<file path="src/rtl/rst_sequencer_if.sv">
// Reset sequencer signal bundle: the board-side reset/lock inputs and the
// released subsystem resets. The sequencer is the slave; the board (or a
// bench) drives the inputs through the master modport.
interface rst_sequencer_if;
    logic       SysRstN;
    logic       PllLocked;
    logic       RstClkN;
    logic       RstAdcN;
    logic       RstDspN;
    logic       InitDone;
    logic       LockFault;
    logic [2:0] StateOut;

    modport master (
        output SysRstN, PllLocked,
        input  RstClkN, RstAdcN, RstDspN, InitDone, LockFault, StateOut
    );

    modport slave (
        input  SysRstN, PllLocked,
        output RstClkN, RstAdcN, RstDspN, InitDone, LockFault, StateOut
    );
endinterface

</file>
<file path="src/rtl/rst_sequencer.sv">
// Power-up reset sequencer. Waits for the global reset to release and the
// PLL to hold lock for LockWait cycles, then releases clock, ADC and DSP
// resets StageGap cycles apart and finally raises InitDone. Losing lock
// after the clock domain is released re-asserts everything and latches
// LockFault until the global reset or RstBtn clears it.
module rst_sequencer #(
    parameter int unsigned LockWait = 1000,
    parameter int unsigned StageGap = 16
) (
    input  logic           CLK,
    input  logic           RstBtn,
    rst_sequencer_if.slave bus
);
    typedef enum logic [2:0] {
        IDLE      = 3'd0,
        WAIT_LOCK = 3'd1,
        REL_CLK   = 3'd2,
        REL_ADC   = 3'd3,
        REL_DSP   = 3'd4,
        DONE      = 3'd5
    } state_e;

    // Terminal counts; the counter is only ever compared for equality.
    localparam logic [15:0] LOCK_LAST = 16'(LockWait - 1);
    localparam logic [15:0] GAP_LAST  = 16'(StageGap - 1);

    logic [1:0]  sys_sync_q;
    logic [1:0]  lock_sync_q;
    logic        sys_s;
    logic        lock_s;

    state_e      state_q, state_d;
    logic [15:0] cnt_q, cnt_d;
    logic        fault_q, fault_d;
    logic        rst_clk_q, rst_adc_q, rst_dsp_q, done_q;

    // Two-flop synchronizers for the asynchronous global reset and lock inputs.
    always_ff @(posedge CLK or negedge RstBtn) begin
        if (!RstBtn) begin
            sys_sync_q  <= '0;
            lock_sync_q <= '0;
        end else begin
            sys_sync_q  <= {sys_sync_q[0], bus.SysRstN};
            lock_sync_q <= {lock_sync_q[0], bus.PllLocked};
        end
    end

    assign sys_s  = sys_sync_q[1];
    assign lock_s = lock_sync_q[1];

    // Next-state and counter rules; global reset beats lock loss beats counting.
    always_comb begin
        state_d = state_q;
        cnt_d   = cnt_q;
        fault_d = fault_q;
        if (!sys_s) begin
            state_d = IDLE;
            cnt_d   = '0;
            fault_d = 1'b0;
        end else begin
            case (state_q)
                IDLE: begin
                    state_d = WAIT_LOCK;
                    cnt_d   = '0;
                end
                WAIT_LOCK: begin
                    if (!lock_s) begin
                        cnt_d = '0;
                    end else if (cnt_q == LOCK_LAST) begin
                        state_d = REL_CLK;
                        cnt_d   = '0;
                    end else begin
                        cnt_d = cnt_q + 16'd1;
                    end
                end
                REL_CLK, REL_ADC, REL_DSP: begin
                    if (!lock_s) begin
                        state_d = WAIT_LOCK;
                        cnt_d   = '0;
                        fault_d = 1'b1;
                    end else if (cnt_q == GAP_LAST) begin
                        state_d = (state_q == REL_CLK) ? REL_ADC :
                                  (state_q == REL_ADC) ? REL_DSP : DONE;
                        cnt_d   = '0;
                    end else begin
                        cnt_d = cnt_q + 16'd1;
                    end
                end
                DONE: begin
                    if (!lock_s) begin
                        state_d = WAIT_LOCK;
                        cnt_d   = '0;
                        fault_d = 1'b1;
                    end
                end
                default: begin
                    // Unused codes recover through IDLE with every reset held.
                    state_d = IDLE;
                    cnt_d   = '0;
                end
            endcase
        end
    end

    // State, counter and outputs all register on the same edge; outputs are
    // decoded from the next state so they change together with StateOut.
    always_ff @(posedge CLK or negedge RstBtn) begin
        if (!RstBtn) begin
            state_q   <= IDLE;
            cnt_q     <= '0;
            fault_q   <= 1'b0;
            rst_clk_q <= 1'b0;
            rst_adc_q <= 1'b0;
            rst_dsp_q <= 1'b0;
            done_q    <= 1'b0;
        end else begin
            state_q   <= state_d;
            cnt_q     <= cnt_d;
            fault_q   <= fault_d;
            rst_clk_q <= state_d inside {REL_CLK, REL_ADC, REL_DSP, DONE};
            rst_adc_q <= state_d inside {REL_ADC, REL_DSP, DONE};
            rst_dsp_q <= state_d inside {REL_DSP, DONE};
            done_q    <= (state_d == DONE);
        end
    end

    assign bus.RstClkN   = rst_clk_q;
    assign bus.RstAdcN   = rst_adc_q;
    assign bus.RstDspN   = rst_dsp_q;
    assign bus.InitDone  = done_q;
    assign bus.LockFault = fault_q;
    assign bus.StateOut  = state_q;
endmodule

</file>
<file path="src/flat_wrapper.sv">
// flat-port wrapper written by rule: the top's interface ports become plain ports
module rst_sequencer_flat 
#(
    parameter int unsigned LockWait = 1000,
    parameter int unsigned StageGap = 16
)
  (CLK, RstBtn, bus_SysRstN, bus_PllLocked, bus_RstClkN, bus_RstAdcN, bus_RstDspN, bus_InitDone, bus_LockFault, bus_StateOut);
  rst_sequencer_if bus_i ();
  input  logic CLK;
  input  logic RstBtn;
  input wire logic [$bits(bus_i.SysRstN)-1:0] bus_SysRstN;
  input wire logic [$bits(bus_i.PllLocked)-1:0] bus_PllLocked;
  output wire logic [$bits(bus_i.RstClkN)-1:0] bus_RstClkN;
  output wire logic [$bits(bus_i.RstAdcN)-1:0] bus_RstAdcN;
  output wire logic [$bits(bus_i.RstDspN)-1:0] bus_RstDspN;
  output wire logic [$bits(bus_i.InitDone)-1:0] bus_InitDone;
  output wire logic [$bits(bus_i.LockFault)-1:0] bus_LockFault;
  output wire logic [$bits(bus_i.StateOut)-1:0] bus_StateOut;
  assign bus_i.SysRstN = bus_SysRstN;
  assign bus_i.PllLocked = bus_PllLocked;
  assign bus_RstClkN = bus_i.RstClkN;
  assign bus_RstAdcN = bus_i.RstAdcN;
  assign bus_RstDspN = bus_i.RstDspN;
  assign bus_InitDone = bus_i.InitDone;
  assign bus_LockFault = bus_i.LockFault;
  assign bus_StateOut = bus_i.StateOut;
  rst_sequencer #(.LockWait(LockWait), .StageGap(StageGap)) u_core (.CLK(CLK), .RstBtn(RstBtn), .bus(bus_i));
endmodule
</file>
<file path="config.mk">
export PLATFORM = sky130hd
export DESIGN_NAME = rst_sequencer_flat
export DESIGN_NICKNAME = d
export VERILOG_FILES = /design/src/rtl/rst_sequencer_if.sv /design/src/rtl/rst_sequencer.sv /design/src/flat_wrapper.sv
export SDC_FILE = /design/constraint.sdc
export NUM_CORES = 1
export LEC_CHECK = 0
export BUFFER_PORTS_ARGS = -buffer_cell sky130_fd_sc_hd__buf_2
export CAP_MARGIN = 30
export CORE_MARGIN = 2
export CORE_UTILIZATION = 45
export CTS_CLUSTER_DIAMETER = 60
export CTS_CLUSTER_SIZE = 10
export DETAILED_ROUTE_END_ITERATION = 8
export MAX_ROUTING_LAYER = met4
export PLACE_DENSITY = 0.68
export SLEW_MARGIN = 20
export SYNTH_ARGS = -nofsm -noshare
export SYNTH_HDL_FRONTEND = slang
export SYNTH_SLANG_ARGS = --single-unit
</file>
<file path="constraint.sdc">
create_clock -name CLK -period 3.35 [get_ports CLK]
set_clock_uncertainty 0.2 [all_clocks]
set_input_delay 0.67 -clock CLK [delete_from_list [all_inputs] [get_ports CLK]]
set_output_delay 0.67 -clock CLK [all_outputs]
set_load 0.01 [all_outputs]
</file>
======== Word level (Yosys, flattened, before mapping) ========
Index checks and enable logic that the tools add are counted.
word-level totals
  bits in registers ....................... 28
  input bits .............................. 4
  output and inout port bits .............. 8
  word-level logic and storage cells ...... 50
operators by class
  add/sub/neg operators ................... 1
  eq/ne operators ......................... 14
  muxes and demuxes ....................... 19
  reduce and logical (&&, ||, !) cells .... 7
operators by type and width
  cell                                                               number
  16-bit 2-to-1 mux                                                  6
  16-bit case mux with 3 select lines                                1
  3-bit 2-to-1 mux                                                   7
  16-bit by 1-bit adder with 16-bit output, second input constant    1
  16-bit by 10-bit == test with 1-bit output, second input constant  1
  16-bit by 4-bit == test with 1-bit output, second input constant   1
  3-bit by 2-bit == test with 1-bit output, second input constant    4
  3-bit == test, second input constant                               4
  3-bit case mux with 4 select lines                                 1
  1-bit 2-to-1 mux                                                   4
  2-bit inequality test, second input constant                       2
  4-bit nonzero test                                                 1
  4-bit OR reduction                                                 1
  3-bit by 1-bit == test with 1-bit output, second input constant    1
  3-bit logical NOT                                                  1
  3-bit inequality test, second input constant                       1
  3-bit nonzero test                                                 1
  3-bit OR reduction                                                 1
  2-bit AND reduction                                                1
  2-bit nonzero test                                                 1

======== Logic depth before layout (Yosys ltp) ========
  word-level depth ........................ 9
  mapped depth ............................ 7
  mapped depth without buffers ............ 6

======== Worst setup path after synthesis ========
OpenSTA, ideal clock, no wires.
  path type ............................... flip-flop to flip-flop
  from .................................... reg u_core.cnt_q[0]
  to ...................................... reg u_core.cnt_q[10]
  library setup time ...................... 125 ps
  data arrival time ....................... 1,569 ps
  data required time ...................... 3,025 ps
  path slack .............................. 1,456 ps
  cell stages (with the launch flop) ...... 8
  buffers on the path ..................... 1
  clock period less this slack ............ 1,894 ps
  cell sequence ........................... dfrtp_1 > ha_1 > and4bb_1 > nand4_2 > a32o_2 > buf_4 > nor2_4 > nor2_1
between the ends
  word-level cells in the longest chain between the ends .. 5
  elaborated cells on any way between the ends .. 9
  classes of those cells .................. 1 x add/sub; 2 x eq/ne; 6 x mux
ends and longest elaborated chain
  what                                                              line                                      text
  start, declared                                                   rst_sequencer.sv:33                       logic [15:0] cnt_q, cnt_d;
  start signal, assigned                                            rst_sequencer.sv:118                      cnt_q <= cnt_d;
  16-bit by 1-bit adder with 16-bit output (tied with other cells)  rst_sequencer.sv:73, rst_sequencer.sv:86
  16-bit 2-to-1 mux (on tied branches)                              rst_sequencer.sv:81, rst_sequencer.sv:69
  16-bit 2-to-1 mux (on tied branches)                              rst_sequencer.sv:77, rst_sequencer.sv:67
  16-bit case mux with 3 select lines (*)                           rst_sequencer.sv:61                       case (state_q)
  16-bit 2-to-1 mux (*)                                             rst_sequencer.sv:56                       if (!sys_s) begin
Mark *: on every way between the ends. The rest lies on a longest branch, timed or not.
A chain may end at the register's enable or synchronous reset.

======== Worst setup path in the final report ========
  from .................................... reg u_core.cnt_q[0]
  to ...................................... reg u_core.cnt_q[14]
Same word-level chain as after synthesis.

==> run summary <==
Die H = 58.9 um
Worst-path clk slew = 0.15 ns
Dpl cells = 171
Largest net degree at the start of global routing = 29
Setup WS post-layout = 1.25 ns
CTS HTree Levels = 1
Most used flip-flop cell after synthesis = dfrtp_1
# rows = 19
Register area share after synthesis = 51.7%
Peak supply drop = 0.210 mV
Slew Limit Headroom = 60.0%
Setup Slack @ Placement = 1.25 ns
WP data required = 3.38 ns
Worst-Margin Slew = 0.600 ns
DRT Wirelength = 2.51 mm
Number of library cell types mapped by synthesis = 40
Post-synth EDFFs = 0
Path depth of the worst reg2reg path = 6
Synth warnings = 0
WHS = 0.124 ns
P_sw = 0.000128 W
MaxCap Viol Count = 0
DR WL/cell = 14.3 um
DR vias/cell = 5.90
# IOs = 12
RSZ-0062 raised after global routing = no
R2r endpoint = u_core.cnt_q[14]
#FFs+latches synth = 28
Root buffer cell = clkbuf_4
Antenna viol nets, final = 0
Router iterations before antenna repair = 6
Most common cell after layout, fill and taps aside = dfrtp_1
Final Setup Violations = 0
Fraction of power spent switching nets = 23.1%
Crit. End Element = flip-flop
Max frequency = 476 MHz
Power per Cell Area = 376 nW/um2
Post-cts gate resize count = 0
CTS Buf Count = 3
Status = finished, violations left
RR Startpoint = u_core.cnt_q[0]
Core area = 2810 um2
CTS tree = done
Gr ovfl total = 0
Worst min path class = input port to asynchronous set/reset pin
Clock latency on the worst-skew pair = 0.32 ns
Minimum clock period = 2.10 ns
GRT Total Usage = 17.9%
Syn_nets = 136
Crit Path Max Fanout = 11
Number of global-route vias before repair = 1,033
Sink Count = 28
R2R Setup Slk = 1.25 ns
Gate power share = 5.4%
Most frequent cells in the layout = 28 x dfrtp_1, 17 x nor2_1, 11 x a21oi_1, 11 x buf_2, 10 x nand2_1
Antenna Diode Count = 0
Worst setup SP type = flip-flop
Initial antenna violation count = 0
Final GP Congestion = 0.851
P_leak = 0.653 nW
Synthesis-to-layout area growth = 8.68%
Register share of total power = 65.5%
Die area = 3470 um2
Post-Syn Instances = 131
Layout cell share with drive strength beyond 1 = 17.4%
Period utilization = 62.7%
Overall power = 0.000554 W
Failing checks = design-rule violations
Mapped Avg Cell Area = 10.3 um2
Nets = 150
Post-CTS Setup Inserts = 0
Initial Util = 48.3%
Die width = 58.9 um
Post-Syn Area = 1360 um2
Residual DRC count = 1
Hold-fix buffers, CTS = 0
Maximum clock path buffer count = 2
Fin. Hold Viols = 0
Non-filler cells in the finished layout = 175
1st-iter DRT viols = 30
Ys async rst share = 100%
Clock power share = 29.2%
Port Buffers = 11
Setup TNS = 0 ns
Via count = 1,032
Final HPWL DP = 1.83 mm
CP Class = flip-flop to flip-flop
Max Slew Vio Count = 0
First-pass GRT wire length = 4.64 mm
CP arrival = 2.13 ns
Internal power = 0.000426 W
==> state kept, by name (all words and copies together) (netlist names) <==
signal                flops
u_core.cnt_q             16
u_core.bus.RstAdcN        1
u_core.sys_sync_q         2
u_core.bus.StateOut       3
u_core.bus.RstClkN        1
u_core.lock_sync_q        2
u_core.bus.RstDspN        1
u_core.bus.LockFault      1
u_core.bus.InitDone       1
==> cell type report <==
type                    instances  area, um2
inverters                       5       18.8
flip-flops and latches         28        701
clock buffers                   4       36.3
repair buffers                 11       55.1
multi-input cells              96        623
fillers                       276       1330
well taps                      31       38.8
==> cells in the mapped netlist, types with 2 or more instances <==
master / number / area (um2)
and3_1: 2 / 12.5
o211ai_1: 2 / 15.0
xor2_1: 5 / 43.8
nand2_1: 10 / 37.5
nand2b_1: 4 / 25.0
a21oi_1: 11 / 55.1
nor3_1: 2 / 10.0
inv_1: 5 / 18.8
xnor2_1: 5 / 43.8
o21ai_1: 2 / 10.0
nor2_1: 17 / 63.8
nand4_1: 4 / 25.0
nand3_1: 6 / 30.0
dfrtp_1: 28 / 701
a31oi_1: 2 / 12.5
and4_1: 2 / 17.5
==> critical path: stages, from the launching register on <==
cell and delay, ns:
dfrtp_1 0.43, ha_1 0.27, and4bb_1 0.26, nand4_2 0.17, a32o_2 0.36, nor2_4 0.24, nor2_1 0.08
==> stage by stage <==
| stage | util, % | area [um2] |
|---|---|---|
| 6_report | 52.5 | 1470 |
| 5_1_grt | 52.5 | 1470 |
| 4_1_cts | 52.5 | 1470 |
| 3_5_place_dp | 51.2 | 1440 |
| 3_3_place_gp | 51.2 | 1440 |
| 2_1_floorplan | - | 1360 |
==> worst max path at each step <==
| stage | start | end | slack, ns | depth (start not counted) |
|---|---|---|---|---|
| floorplan | u_core.cnt_q[0] | u_core.cnt_q[10] | 1.46 | 7 |
| detailed placement | u_core.cnt_q[0] | u_core.cnt_q[14] | 1.25 | 6 |
| global placement | u_core.cnt_q[0] | u_core.bus.StateOut[0] | 1.37 | 6 |
| global route | u_core.cnt_q[0] | u_core.cnt_q[10] | 1.08 | 6 |
| finish | u_core.cnt_q[0] | u_core.cnt_q[14] | 1.25 | 6 |
| CTS | u_core.cnt_q[0] | u_core.cnt_q[9] | 1.23 | 6 |
==> logic make-up after synthesis <==
kind of cell	count (synthesis)	share of synthesized area, %
xor gates and xnor gates	10	6.46
AOI/OAI and AO/OA	24	11.4
buffers and inverters	7	2.31
DFF	28	51.7
and+or+nand+nor	61	27.2
adders and majority gates	1	0.923
==> per-layer routing <==
metal,track usage (%),part of all wire [%]
met5,-,0
met4,6.49,0.76
met3,1.98,2.8
met2,27.3,49
met1,24.7,47
==> power by group through the flow <==
stage / clock network, W / registers [W] / logic, W
3_5_place_dp: 0 / 0.000370 / 0.0000309
6_report: 0.000162 / 0.000363 / 0.0000297
5_1_grt: 0.000183 / 0.000366 / 0.0000358
4_1_cts: 0.000165 / 0.000363 / 0.0000309
2_1_floorplan: 0 / 0.000366 / 0.0000176
3_3_place_gp: 0 / 0.000368 / 0.0000287
No activity file was read; power rests on OpenSTA's default activity.
